$ cat src/rtl/fu_status_table_pkg.sv
// Shared scoreboard types: FU status row, result-status entry, table defaults.
// Field widths follow the default table dimensions below.
package fu_status_table_pkg;

  localparam int FUST_NUM_FU   = 4;
  localparam int FUST_NUM_REGS = 32;
  localparam int FUST_FU_ID_W  = $clog2(FUST_NUM_FU);
  localparam int FUST_REG_ID_W = $clog2(FUST_NUM_REGS);

  typedef logic [FUST_FU_ID_W-1:0]  fu_id_t;
  typedef logic [FUST_REG_ID_W-1:0] reg_id_t;

  typedef struct packed {
    logic    busy;
    logic    issued;
    reg_id_t r;
    reg_id_t r1;
    reg_id_t r2;
    fu_id_t  t1;
    fu_id_t  t2;
    logic    rdy1;
    logic    rdy2;
  } fust_row_t;

  typedef struct packed {
    logic   pending;
    fu_id_t producer;
  } rs_entry_t;

  // A source is usable if it is r0, has no outstanding writer, or its writer retires now.
  function automatic logic src_ready(input reg_id_t rs, input rs_entry_t e,
                                     input logic wb_acc, input fu_id_t wb_fu);
    return (rs == '0) || !e.pending || (wb_acc && (e.producer == wb_fu));
  endfunction

endpackage

$ cat src/rtl/fust_result_status.sv
// Per-register pending/producer table; updates one cycle after set/clear, no backpressure.
// A set in the same cycle as a clear of the same register wins; r0 is never marked pending.
module fust_result_status
  import fu_status_table_pkg::*;
#(
  parameter int NUM_FU   = FUST_NUM_FU,
  parameter int NUM_REGS = FUST_NUM_REGS,
  localparam int FU_ID_W  = $clog2(NUM_FU),
  localparam int REG_ID_W = $clog2(NUM_REGS)
) (
  input  logic                           CLK,
  input  logic                           RST,
  input  logic                           i_set_vld,
  input  logic [REG_ID_W-1:0]            i_set_reg,
  input  logic [FU_ID_W-1:0]             i_set_fu,
  input  logic                           i_clr_vld,
  input  logic [REG_ID_W-1:0]            i_clr_reg,
  input  logic [FU_ID_W-1:0]             i_clr_fu,
  output rs_entry_t [NUM_REGS-1:0]       o_rs
);

  rs_entry_t [NUM_REGS-1:0] r_rs;

  always_ff @(posedge CLK) begin
    if (RST) begin
      r_rs <= '0;
    end else begin
      for (int g = 1; g < NUM_REGS; g++) begin
        if (i_set_vld && (i_set_reg == REG_ID_W'(g))) begin
          r_rs[g].pending  <= 1'b1;
          r_rs[g].producer <= i_set_fu;
        end else if (i_clr_vld && (i_clr_reg == REG_ID_W'(g)) &&
                     (r_rs[g].producer == i_clr_fu)) begin
          r_rs[g].pending <= 1'b0;
        end
      end
    end
  end

  assign o_rs = r_rs;

endmodule

$ cat src/rtl/fu_status_table.sv
// Scoreboard FU status table: dispatch/issue/writeback take effect at the next edge; stalls via disp_ready/wb_ready.
// Optional WAR writeback stall enabled by defining FUST_WAR_CHECK_EN.
module fu_status_table
  import fu_status_table_pkg::*;
#(
  parameter int NUM_FU   = FUST_NUM_FU,
  parameter int NUM_REGS = FUST_NUM_REGS,
  localparam int FU_ID_W  = $clog2(NUM_FU),
  localparam int REG_ID_W = $clog2(NUM_REGS)
) (
  input  logic                      CLK,
  input  logic                      RST,
  input  logic                      disp_valid,
  input  logic [FU_ID_W-1:0]        disp_fu,
  input  logic [REG_ID_W-1:0]       disp_rd,
  input  logic [REG_ID_W-1:0]       disp_rs1,
  input  logic [REG_ID_W-1:0]       disp_rs2,
  output logic                      disp_ready,
  input  logic [NUM_FU-1:0]         issue_en,
  input  logic                      wb_valid,
  input  logic [FU_ID_W-1:0]        wb_fu,
  output logic                      wb_ready,
  output logic [NUM_FU-1:0]         fu_busy,
  output logic [NUM_FU-1:0]         fu_can_issue,
  output fust_row_t [NUM_FU-1:0]    fust
);

  fust_row_t [NUM_FU-1:0]   r_row;
  rs_entry_t [NUM_REGS-1:0] w_rs;
  logic w_wb_ok, w_war_stall, w_wb_acc, w_rd_clr, w_disp_acc, w_rdy1, w_rdy2;

  always_comb begin
    for (int i = 0; i < NUM_FU; i++) begin
      fu_busy[i]      = r_row[i].busy;
      fu_can_issue[i] = r_row[i].busy && !r_row[i].issued && r_row[i].rdy1 && r_row[i].rdy2;
    end
  end

  assign w_wb_ok = wb_valid && r_row[wb_fu].busy && r_row[wb_fu].issued;

`ifdef FUST_WAR_CHECK_EN
  // Hold the writeback while an unissued reader still needs the old value of its register.
  always_comb begin
    w_war_stall = 1'b0;
    for (int j = 0; j < NUM_FU; j++) begin
      if ((FU_ID_W'(j) != wb_fu) && r_row[j].busy && !r_row[j].issued &&
          (((r_row[j].r1 == r_row[wb_fu].r) && r_row[j].rdy1) ||
           ((r_row[j].r2 == r_row[wb_fu].r) && r_row[j].rdy2)))
        w_war_stall = 1'b1;
    end
  end
`else
  assign w_war_stall = 1'b0;
`endif

  assign w_wb_acc   = w_wb_ok && !w_war_stall;
  assign wb_ready   = w_wb_acc;
  assign w_rd_clr   = w_wb_acc && (w_rs[disp_rd].producer == wb_fu);
  assign disp_ready = !r_row[disp_fu].busy && !(w_rs[disp_rd].pending && !w_rd_clr);
  assign w_disp_acc = disp_valid && disp_ready;
  assign w_rdy1     = src_ready(disp_rs1, w_rs[disp_rs1], w_wb_acc, wb_fu);
  assign w_rdy2     = src_ready(disp_rs2, w_rs[disp_rs2], w_wb_acc, wb_fu);

  fust_result_status #(.NUM_FU(NUM_FU), .NUM_REGS(NUM_REGS)) u_rs (
    .CLK       (CLK),
    .RST       (RST),
    .i_set_vld (w_disp_acc),
    .i_set_reg (disp_rd),
    .i_set_fu  (disp_fu),
    .i_clr_vld (w_wb_acc),
    .i_clr_reg (r_row[wb_fu].r),
    .i_clr_fu  (wb_fu),
    .o_rs      (w_rs)
  );

  // Later assignments win: the dispatched row overwrites any wakeup on its own stale fields.
  always_ff @(posedge CLK) begin
    if (RST) begin
      r_row <= '0;
    end else begin
      for (int i = 0; i < NUM_FU; i++) begin
        if (w_wb_acc && (r_row[i].t1 == wb_fu) && !r_row[i].rdy1) r_row[i].rdy1 <= 1'b1;
        if (w_wb_acc && (r_row[i].t2 == wb_fu) && !r_row[i].rdy2) r_row[i].rdy2 <= 1'b1;
        if (issue_en[i] && fu_can_issue[i]) r_row[i].issued <= 1'b1;
        if (w_wb_acc && (wb_fu == FU_ID_W'(i))) begin
          r_row[i].busy   <= 1'b0;
          r_row[i].issued <= 1'b0;
        end
        if (w_disp_acc && (disp_fu == FU_ID_W'(i))) begin
          r_row[i].busy   <= 1'b1;
          r_row[i].issued <= 1'b0;
          r_row[i].r      <= disp_rd;
          r_row[i].r1     <= disp_rs1;
          r_row[i].r2     <= disp_rs2;
          r_row[i].rdy1   <= w_rdy1;
          r_row[i].rdy2   <= w_rdy2;
          r_row[i].t1     <= w_rdy1 ? '0 : w_rs[disp_rs1].producer;
          r_row[i].t2     <= w_rdy2 ? '0 : w_rs[disp_rs2].producer;
        end
      end
    end
  end

  assign fust = r_row;

endmodule

$ cat config.mk
export PLATFORM = sky130hd
export DESIGN_NAME = fu_status_table
export DESIGN_NICKNAME = d
export VERILOG_FILES = /design/src/rtl/fu_status_table_pkg.sv /design/src/rtl/fust_result_status.sv /design/src/rtl/fu_status_table.sv
export SDC_FILE = /design/constraint.sdc
export NUM_CORES = 1
export LEC_CHECK = 0
export ABC_AREA = 1
export ABC_CLOCK_PERIOD_IN_PS = 4500
export CORE_ASPECT_RATIO = 2
export CORE_MARGIN = 3
export CORE_UTILIZATION = 25
export DETAILED_ROUTE_END_ITERATION = 10
export PLACE_DENSITY = 0.4
export SLEW_MARGIN = 40
export SYNTH_ARGS = -nofsm -noshare
export SYNTH_HDL_FRONTEND = slang
export SYNTH_SLANG_ARGS = --single-unit
$ cat constraint.sdc
create_clock -name CLK -period 4.5 [get_ports CLK]
set_input_delay 1.35 -clock CLK [delete_from_list [all_inputs] [get_ports CLK]]
set_output_delay 1.35 -clock CLK [all_outputs]
set_load 0.01 [all_outputs]
After elaboration in Yosys (flattened, before gate mapping). Cells that the tools add are included.

Flip-flop bits (word level): 185. Bits of input ports: 27. Word-level logic and storage cells: 520.

Order comparisons: 5. Equality and inequality tests: 110. Muxes and demuxes: 94. Reductions and logical operators: 213.

Operator list (number): $eq A5 B5 Y1 const B (32); $logic_and A1 B1 Y1 (141); $mux W23 (6); $bmux W23 S2 (2); $reduce_bool A2 Y1 (43); $eq A2 B2 Y1 (42); $eq A5 B4 Y1 const B (16); $mux W1 (74); $bmux W3 S5 (3); $eq A5 B3 Y1 const B (8); $eq A5 B2 Y1 const B (4); $lt A5 B6 Y1 const B (3); $logic_not A1 Y1 (17); $mux W2 (6); $reduce_or A3 Y1 (4); $eq A5 B1 Y1 const B (2); $logic_not A5 Y1 (2); $mux W3 (3); $eq A2 B2 Y1 const B (4); $lt A2 B3 Y1 const B (2); $eq A2 B1 Y1 const B (2); $logic_not A2 Y1 (2); $logic_or A1 B1 Y1 (4).

Longest topological paths before layout. Gate-level depths: netlist of the first run.

Depth after elaboration: 12. Mapped depth: 21. Mapped depth without buffers: 17.

Hierarchy. A second synthesis of the first run with hierarchy kept.

Cell total of the unflattened synthesis: 2058. Area total of the unflattened synthesis: 11928.9 um2.

By module, submodules not included: fu_status_table (instances 1, cells each 1298, area each 7270.7 um2); fust_result_status (instances 1, cells each 760, area each 4658.2 um2).

Least setup slack after synthesis of the first run. OpenSTA, ideal clock, no wires.

Kind: input to output. From: input port disp_fu[1]. To: output port disp_ready. Data arrival time: 2973 ps. Data required time: 3150 ps. Slack: 177 ps. Cell stages on the path: 6. Path through: buf_2 > inv_1 > nor2_1 > a221oi_2 > buf_6 > and2_1.

Word-level cells in the longest chain between the ends: 4.

RTL lines: from (decl) (RTL line fu_status_table.sv:14) `input logic [FU_ID_W-1:0] disp_fu,`; $bmux W23 S2 (RTL line fu_status_table.sv:59) `assign disp_ready = !r_row[disp_fu].busy && !(w_rs[disp_rd].pending && !w_rd_clr);`; $mux W23 (not written as such) (RTL line fu_status_table.sv:59); $logic_not A1 Y1 (RTL line fu_status_table.sv:59); $logic_and A1 B1 Y1 (RTL line fu_status_table.sv:59); to (decl) (RTL line fu_status_table.sv:18) `output logic disp_ready,`.

Every way passes these cells. The select of a mux whose other input is x is not followed.

Worst setup path in the final report of the first run.
From: input port wb_fu[1]. To: output port wb_ready.

Word-level cells in the longest chain between the ends: 4.

RTL lines: from (decl) (RTL line fu_status_table.sv:21) `input logic [FU_ID_W-1:0] wb_fu,`; $bmux W23 S2 * (RTL line fu_status_table.sv:39) `assign w_wb_ok = wb_valid && r_row[wb_fu].busy && r_row[wb_fu].issued;`; $mux W23 *; $logic_and A1 B1 Y1 (RTL line fu_status_table.sv:39); $logic_and A1 B1 Y1 * (RTL line fu_status_table.sv:39); to (decl) (RTL line fu_status_table.sv:22) `output logic wb_ready,`.

Mark *: on every way between the ends. The rest lies on a longest branch, timed or not. The select of a mux whose other input is x is not followed.

==> results of run 1 <==
## power by group through the flow
| stage | sequential, mW | clock, mW | combinational [mW] |
|---|---|---|---|
| global route | 1.74 | 1.70 | 0.913 |
| CTS | 1.73 | 1.65 | 0.852 |
| global placement | 1.77 | 0 | 0.842 |
| finish | 1.73 | 1.60 | 0.850 |
| floorplan | 1.77 | 0 | 0.433 |
| detailed placement | 1.77 | 0 | 0.844 |
## placed cells by master (no fill, tap or decap), drive strengths merged, types with 4 or more instances in the layout
master         Yosys  final
nor3              49     49
o221ai             6      6
a22oi              9      9
buf               84    156
o22ai             30     30
clkbuf            44     18
nor2             384    384
a21oi             74     74
clkinv             1      5
xnor2              5      5
o21ai             62     62
nand3             70     70
dfxtp            185    185
nand2            640    640
clkdlybuf4s50      0    117
nand4             72     72
xor2              16     16
o21bai            10     10
o211ai            25     25
o31ai             15     15
o2111ai            4      4
inv              214    223
## worst register-to-register path: cells and delay by family, from the launching register on
kind,cells,cell delay [ns]
buffers and inverters,5,1.24
and+or+nand+nor,5,0.68
DFF,1,0.49
AOI/OAI and AO/OA,3,0.56
## area by class of cell
class,instances,area share
Sequential cell,185,0.238
Multi-Input combinational cell,1482,0.460
Inverter,215,0.0527
Timing Repair Buffer,277,0.161
Clock inverter,14,0.00973
Tap cell,638,0.0513
Clock buffer,17,0.0273
## sequential cells by signal, summed over array words and instances (netlist names)
| register | flops |
|---|---|
| fu_busy | 4 |
| u_rs.o_rs | 93 |
| fust | 88 |
## metal layers
layer | wire length [um] | share of wire
met5 | 19 | 0.00027
met4 | 5940 | 0.085
met3 | 2590 | 0.037
met2 | 37500 | 0.54
met1 | 23800 | 0.34
## worst paths after layout
path,start,to,depth (start not counted)
setup / recovery,wb_fu[1],wb_ready,7
hold reg to reg,u_rs.o_rs[77]$_SDFFE_PP0P_,u_rs.o_rs[77]$_SDFFE_PP0P_,2
hold / removal,u_rs.o_rs[77]$_SDFFE_PP0P_,u_rs.o_rs[77]$_SDFFE_PP0P_,2
setup reg to reg,fu_busy[2]$_SDFFE_PP0P_,fust[5]$_SDFFE_PP0P_,13
## cell usage after synthesis (all sizes together)
library cell / n
a21o: 2
a21oi: 74
a221oi: 1
a22oi: 9
a31oi: 2
a41oi: 1
and2: 2
buf: 84
clkbuf: 44
clkinv: 1
dfxtp: 185
inv: 214
nand2: 640
nand3: 70
nand3b: 1
nand4: 72
nor2: 384
nor3: 49
nor4: 1
o2111ai: 4
o211ai: 25
o21a: 1
o21ai: 62
o21bai: 10
o221ai: 6
o22ai: 30
o31ai: 15
xnor2: 5
xor2: 16
## kinds of logic after synthesis
family | after synthesis
AOI/OAI and AO/OA | 242
DFF | 185
xor gates and xnor gates | 21
buffers and inverters | 343
and+or+nand+nor | 1219
## what timing repair did
item | CTS | global route
setup buffers | 2 | 2
setup endpoints to repair | 2 | 2
resized for setup | 29 | 13
pin swaps | 9 | 10
hold endpoints to repair | 0 | 0
hold buffers | 0 | 0
==> run_results.csv, run 1 <==
group,metric,value,unit
run_status,outcome,"finished, final reports clean",
synth,synthXorXnorAreaFrac,0.0149,
cts,cts_tree,"yes",
worst_setup_path,end_kind,"primary output",
floorplanning,die_area,52200,um^2
placement,placed_area,14900,um^2
final_layout,final_core_util,0.321,
grt,track_usage,0.265,
cts,cts_buffers,17,
placement,dp_cells,2793,
final_layout,final_cell_area,15600,um^2
routing,vias_per_cell,4.91,
floorplanning,placementRows,114,
sta,setup_violations,0,
grt,use_met1,0.260,
final_layout,n_antenna_cell,0,
routing,wire_per_inst,24.7,um
sta,slew_viol_final,0,
hold_path,hold_class,"flop to flop",
synth,synth_fa_ha_area_frac,0,
worst_setup_path,r2r_slack,1.43,ns
worst_setup_path,crit_top_cell,"nand2_1",
final_layout,final_layout_size_suffix_gt1_frac,0.112,
cts,worst_skew_pair.late_latency,0.48,ns
power_and_ir_drop,p_total,4.18,mW
synth,postSynthAreaPerCell,6.13,um^2
placement,dp_hpwl,53600,um
routing,drtPass1Iterations,8,
routing,wl,69900,um
synth,yosysUniqueCellTypes,42,
cts,clk_pin_slew,0.08,ns
synth,synthDominantCellAreaShare,0.300,
sta,rsz0062_at_grt,"false",
synth,synth_simple_gate_area_frac,0.442,
final_layout,area_delta_synth_final,26.3,%
sta,fin_crit,4.43,ns
synth,synth_top_family_by_area,"simple AND/OR/NAND/NOR gates",
cts,htree_num_levels,4,
worst_setup_path,path_buf_inv,3,
worst_setup_path,crit_arrival,3.08,ns
power_and_ir_drop,p_seq_frac,0.414,
synth,yosys_warnings,0,
cts,clockBufferDepth,2,
synth,syn_nets,2037,
sta,relSlewSlack,0.430,
final_layout,seq_area,3700,um^2
grt,overflow,0,
power_and_ir_drop,ir_worst_vdd,232,uV
cts,cts_root_buffer,"clkbuf_16",
grt,grt_max_degree,114,
placement,pre_cts_slack,-0.782,ns
worst_setup_path,crit_type,"input pin to primary output",
worst_setup_path,cp_slowest_stage_delay,0.53,ns
power_and_ir_drop,p_clk_frac,0.382,
worst_setup_path,crit_path_start_kind,"input pin",
final_layout,multi_input_area,7160,um^2
sta,fin_crit_sh,0.985,
sta,worst_slack,0.0670,ns
worst_setup_path,cp_max_fo,6,
worst_setup_path,critPathTopFamily,"buffers and inverters",
floorplanning,coreArea,48500,um^2
power_and_ir_drop,p_int,2.72,mW
routing,post-route-drc-count,0,
routing,via_count,13873,
sta,whs,0.478,ns
grt,antenna_found_initial,1,
synth,syn_area,12300,um^2
synth,synth_seq_area_share,0.300,
synth,synth.area.mux_share,0,
final_layout,nets,2205,
routing,ant_nets,0,
placement,portBuffers,128,
worst_setup_path,cp_slowest_cell,"clkdlybuf4s50_1",
synth,synth_compound_area_frac,0.119,
worst_setup_path,crit_chain,"buf_2, nand2_1, o221ai_1, nand2_1, nor2_4, buf_4, clkdlybuf4s50_1",
synth,syn_inst,2010,
final_layout,final-instance-count-excl-fill,2828,
cts,cts_sinks,185,
grt,grt_pass1_vias,13519,
power_and_ir_drop,power_switching,1.46,mW
synth,netlist_top_cells_area,"dfxtp_1, nand2_1, nor2_1, inv_1, nand4_4",
grt,grt_util_met2,0.499,
synth,yosysTopAreaCell,"dfxtp_1",
final_layout,fill_cells,5530,
power_and_ir_drop,p_leak,7.02,nW
power_and_ir_drop,swShare,0.349,
sta,worst_pin_slew,0.856,ns
floorplanning,die_height,320,um
grt,grt_pass1_wl,98800,um
sta,finalSetupTns,0,ns
grt,use_met3,0.0349,
job,cap_violations,0,
power_and_ir_drop,p_per_area,269,nW/um^2
worst_setup_path,crit_required,3.15,ns
floorplanning,die_x,163,um
grt,busiest_layer,"met2",
power_and_ir_drop,combPwrFrac,0.203,
sta,clock.fmax,226,MHz
floorplanning,start_util,0.254,
placement,place_congestion,0.975,
routing,drt_iter0_drc,897,
synth,ys_ff_latch,185,
floorplanning,ios,129,
sta,hold_viol_final,0,
sta,fin_worst_skew,0.0197,ns
No activity file was read; power rests on OpenSTA's default activity.
==> inputs of run 2 (changes only) <==
--- a/config.mk
+++ b/config.mk
@@ -6,7 +6,7 @@
 export NUM_CORES = 1
 export LEC_CHECK = 0
 export ABC_AREA = 1
-export ABC_CLOCK_PERIOD_IN_PS = 4500
+export ABC_CLOCK_PERIOD_IN_PS = 5000
 export CORE_ASPECT_RATIO = 2
 export CORE_MARGIN = 3
 export CORE_UTILIZATION = 25
==> constraint.sdc (replaced) <==
create_clock -name CLK -period 5 [get_ports CLK]
set_input_delay 1.5 -clock CLK [delete_from_list [all_inputs] [get_ports CLK]]
set_output_delay 1.5 -clock CLK [all_outputs]
set_load 0.01 [all_outputs]
==> run 2 against run 1 <==
Net effect:
- non-clock buffer count decreased by 19
- clock power decreased by 3%
- combinational power shrank 9.4%
- first-iteration DRC count is 7.2% lower
- critical path depth up 9
- sequential power is 9.8% lower
- critical path type unchanged
- largest power group unchanged
==> run_results.csv, run 2 (synthesis results as in run 1) <==
group,metric,value,unit
run_status,outcome,"finished, final reports clean",
final_layout,n_antenna_cell,0,
sta,setup_violations,0,
job,cap_violations,0,
cts,cts_tree,"yes",
worst_setup_path,crit_arrival,3.37,ns
cts,htree_num_levels,4,
final_layout,final_cell_mix,"nand2_1, nor2_1, inv_1",
final_layout,final_common_cell,"nand2_1",
power_and_ir_drop,p_leak,6.98,nW
routing,ant_nets,0,
routing,via_count,13903,
final_layout,largest_reg_flops,93,
final_layout,final_core_util,0.319,
cts,cts_sinks,185,
routing,drt_iter0_drc,832,
grt,grt_pass1_wl,98600,um
sta,clock.fmax,205,MHz
routing,vias_per_cell,4.95,
final_layout,area_delta_synth_final,25.7,%
sta,rsz0062_at_grt,"false",
floorplanning,ios,129,
power_and_ir_drop,p_per_area,251,nW/um^2
sta,relSlewSlack,0.419,
hold_path,hold_class,"flop to flop",
sta,fin_crit_sh,0.973,
sta,fin_crit,4.87,ns
placement,place_congestion,1.00,
final_layout,final_layout_size_suffix_gt1_frac,0.105,
worst_setup_path,crit_required,3.50,ns
grt,track_usage,0.263,
worst_setup_path,crit_path_start_kind,"input pin",
floorplanning,die_x,163,um
sta,fin_worst_skew,0.0113,ns
floorplanning,coreArea,48500,um^2
cts,clk_pin_slew,0.08,ns
sta,hold_viol_final,0,
floorplanning,die_area,52200,um^2
cts,clockBufferDepth,2,
floorplanning,die_height,320,um
final_layout,nets,2187,
routing,drtPass1Iterations,5,
floorplanning,start_util,0.254,
placement,dp_hpwl,52100,um
worst_setup_path,cp_max_fo,7,
floorplanning,placementRows,114,
placement,portBuffers,128,
grt,overflow,0,
cts,ctsHoldBuffers,0,
sta,worst_pin_slew,0.871,ns
worst_setup_path,end_kind,"primary output",
cts,cts_root_buffer,"clkbuf_16",
cts,worst_skew_pair.late_latency,0.47,ns
routing,post-route-drc-count,0,
cts,cts_buffers,17,
sta,finalSetupTns,0,ns
grt,grt_max_degree,98,
power_and_ir_drop,ir_worst_vdd,193,uV
routing,wl,69100,um
routing,wire_per_inst,24.6,um
grt,antenna_found_initial,1,
worst_setup_path,crit_type,"input pin to primary output",
sta,slew_viol_final,0,
grt,grt_pass1_vias,13639,
-- run 2: cell types whose count changed in the layout (fill, tap and decap cells not counted), sizes merged --
cell	previous run	this run
nor2	384	385
buf	156	137
dlymetal6s2s	0	2
inv	223	220
clkdlybuf4s50	117	116
bufinv	0	3
dlygate4sd2	2	1
bufbuf	0	1
clkdlybuf4s15	1	0
-- run 2: final timing paths --
check                             startpoint                          to  slack (ns)  cells past startpoint
setup reg to reg     fu_busy[2]$_SDFFE_PP0P_       fust[77]$_SDFFE_PP0P_        2.00                     12
setup / recovery                  disp_rd[1]                  disp_ready        0.13                     16
hold reg to reg   u_rs.o_rs[89]$_SDFFE_PP0P_  u_rs.o_rs[89]$_SDFFE_PP0P_        0.48                      2
hold / removal    u_rs.o_rs[89]$_SDFFE_PP0P_  u_rs.o_rs[89]$_SDFFE_PP0P_        0.48                      2
-- run 2: area by class of cell --
class | instances | area [um^2]
repair buffers | 258 | 2360
flip-flops and latches | 185 | 3700
clock buffers | 17 | 425
inverters | 215 | 817
well taps | 638 | 798
fillers | 5527 | 33000
multi-input cells | 1483 | 7170
clock inverters | 14 | 210
-- run 2: metal layers --
layer  vias up  track usage  wire [um]
met5         -            0         13
met4         2        0.204       6470
met1      6544        0.258      23700
met2       500        0.486      36100
met3       201       0.0362       2820
li1       6656            -          -
-- run 2: power by group --
part,internal [mW],switching [mW],leakage [nW],total (mW)
Sequential,1.52,0.0438,1.50,1.56
Clock,0.812,0.745,0.307,1.56
Combinational,0.262,0.507,5.18,0.770
-- run 2: through the flow --
stage,setup WS (ns),hold WS [ns],cells,power [mW],instance area (um^2)
final,0.134,0.475,2810,3.89,15500
after CTS,0.0824,0.471,2810,3.94,15500
after detailed placement,-0.616,0.459,2773,2.35,14700
after floorplan,0.377,0.444,2010,1.98,12300
after global placement,-0.578,0.452,2773,2.35,14700
after global routing,0.0535,0.507,2810,4.04,15500
-- run 2: worst max-delay path, cell delays in order --
cell and delay (ns):
dlygate4sd2_1 0.24, buf_6 0.15, buf_4 0.15, nor2_4 0.23, nand2_1 0.08, nand2_1 0.07, nor2_1 0.04, nor2_1 0.12
nor2_2 0.07, nand2_1 0.07, nand2_1 0.05, nand2_1 0.05, nand3_1 0.13, o21bai_4 0.16, and2_4 0.16, buf_6 0.10
-- run 2: timing repair --
action | in CTS | in global routing
gates resized for setup | 31 | 7
cloned | 2 | 0
setup endpoints to repair | 1 | 1
buffers inserted | 4 | 0
pin swaps | 8 | 0
==> inputs of run 3 (changes only) <==
--- a/config.mk
+++ b/config.mk
@@ -7,7 +7,7 @@
 export LEC_CHECK = 0
 export ABC_AREA = 1
 export ABC_CLOCK_PERIOD_IN_PS = 5000
-export CORE_ASPECT_RATIO = 2
+export CORE_ASPECT_RATIO = 0.5
 export CORE_MARGIN = 3
 export CORE_UTILIZATION = 25
 export DETAILED_ROUTE_END_ITERATION = 10
==> run 3 against run 2 <==
Net effect:
- critical path depth rose by 1
- routed wire length fell by 13%
- register-to-register slack got worse by 0.35 ns
- clock-buffer cell count rose by 1
- largest cell class unchanged
- highest routed layer is now met4
==> run_results.csv, run 3 (synthesis results as in run 1) <==
group,metric,value,unit
run_status,outcome,"finished, final reports clean",
placement,place_congestion,0.944,
routing,via_count,13594,
routing,ant_nets,0,
worst_setup_path,critPathTopFamily,"buffers and inverters",
grt,track_usage,0.232,
final_layout,final_layout_size_suffix_gt1_frac,0.108,
power_and_ir_drop,p_leak,7.00,nW
final_layout,final-instance-count-excl-fill,2818,
grt,antenna_found_initial,0,
cts,htree_num_levels,4,
sta,hold_viol_final,0,
grt,use_met1,0.318,
worst_setup_path,crit_arrival,3.37,ns
job,cap_violations,0,
sta,whs,0.474,ns
worst_setup_path,crit_type,"input pin to primary output",
worst_setup_path,crit_required,3.50,ns
routing,wire_per_inst,21.4,um
worst_setup_path,end_kind,"primary output",
cts,cts_sinks,185,
grt,grt_pass1_vias,12986,
hold_path,hold_class,"flop to flop",
cts,cts_root_buffer,"clkbuf_16",
routing,post-route-drc-count,0,
worst_setup_path,crit_path_start_kind,"input pin",
worst_setup_path,r2r_slack,1.65,ns
cts,cts_buffers,17,
grt,grt_pass1_wl,89200,um
cts,cts_tree,"yes",
floorplanning,placementRows,56,
final_layout,n_antenna_cell,0,
grt,overflow,0,
cts,worst_skew_pair.late_latency,0.48,ns
placement,portBuffers,128,
floorplanning,ios,129,
worst_setup_path,cp_slowest_cell,"dlygate4sd2_1",
cts,ctsHoldBuffers,0,
routing,wl,60300,um
floorplanning,die_height,163,um
floorplanning,coreArea,47800,um^2
final_layout,area_delta_synth_final,25.9,%
grt,grt_max_degree,57,
final_layout,fill_cells,5336,
final_layout,largest_reg_flops,93,
grt,use_met3,0.0487,
worst_setup_path,path_buf_inv,6,
routing,drt_iter0_drc,1136,
sta,worst_pin_slew,0.728,ns
worst_setup_path,cp_max_fo,8,
cts,clockBufferDepth,2,
sta,fin_crit,4.87,ns
sta,slew_viol_final,0,
power_and_ir_drop,p_per_area,248,nW/um^2
grt,busiest_layer,"met2",
sta,clock.fmax,205,MHz
routing,vias_per_cell,4.82,
floorplanning,start_util,0.258,
grt,grt_util_met2,0.363,
sta,rsz0062_at_grt,"false",
sta,fin_crit_sh,0.975,
sta,relSlewSlack,0.514,
sta,finalSetupTns,0,ns
routing,drtPass1Iterations,6,
sta,fin_worst_skew,0.0235,ns
cts,clk_pin_slew,0.09,ns
floorplanning,die_area,52200,um^2
worst_setup_path,crit_chain,"dlygate4sd2_1, buf_6, inv_8, nand2_8, buf_12, buf_4, o21ai_2, nor2_1, nor2_1, nor2_1, nand2_1, nand2_1, nand2_1, nand2_2, o21bai_4, and2_4, buf_6",
sta,setup_violations,0,
placement,dp_hpwl,44300,um
floorplanning,die_x,320,um
final_layout,final_common_cell,"nand2_1",
final_layout,nets,2195,
final_layout,final_cell_mix,"nand2_1, nor2_1, inv_1",
final_layout,final_core_util,0.325,
placement,dp_cells,2784,
worst_setup_path,cp_slowest_stage_delay,0.24,ns
power_and_ir_drop,ir_worst_vdd,256,uV
run 3: cell count changes in the layout (fill, tap and decap cells not counted), sizes merged:
cell           change
dlygate4sd2        +2
dlymetal6s2s       -1
nor2               -1
clkdlybuf4s50      +1
bufinv             -1
buf                +8
run 3: worst paths after layout:
| kind | endpoint | depth (start not counted) | startpoint |
|---|---|---|---|
| max | disp_ready | 17 | disp_rd[1] |
| min | u_rs.o_rs[29]$_SDFFE_PP0P_ | 2 | u_rs.o_rs[29]$_SDFFE_PP0P_ |
| max reg2reg | u_rs.o_rs[90]$_SDFFE_PP0P_ | 12 | fu_busy[2]$_SDFFE_PP0P_ |
| min reg2reg | u_rs.o_rs[29]$_SDFFE_PP0P_ | 2 | u_rs.o_rs[29]$_SDFFE_PP0P_ |
run 3: report_power, final:
part | switching, mW | internal, mW | total (mW)
Combinational | 0.504 | 0.265 | 0.769
Clock | 0.743 | 0.777 | 1.52
Sequential | 0.0374 | 1.52 | 1.55
run 3: area by class of cell:
cell class	instances	area [um^2]	share of cell area
multi-input cells	1482	7160	0.462
repair buffers	267	2410	0.156
flip-flops and latches	185	3700	0.239
inverters	215	820	0.0528
well taps	638	798	0.0514
clock buffers	18	439	0.0283
clock inverters	13	183	0.0118
run 3: timing repair:
action,CTS,global route
endpoints found under the setup margin,1,1
setup buffers,2,0
pin swaps,3,1
cloned,1,0
resized for setup,23,6
run 3: per-stage QoR:
stage | cell area [um^2] | worst slack (ns) | power, mW
2_1_floorplan | 12300 | 0.377 | 1.98
3_3_place_gp | 14800 | -0.710 | 2.34
3_5_place_dp | 14800 | -0.685 | 2.34
4_1_cts | 15500 | 0.0450 | 3.88
5_1_grt | 15500 | 0.00738 | 4.00
6_report | 15500 | 0.127 | 3.84
run 3: worst min-delay path, delay by kind of cell (launching register included):
family,cells,cell delay [ns]
and+or+nand+nor,1,0.06
AOI/OAI and AO/OA,1,0.05
DFF,1,0.32
run 3: metal layers:
layer	vias up	share of wire
li1	6688	-
met1	6396	0.48
met2	424	0.43
met3	86	0.062
met4	0	0.030
met5	-	0
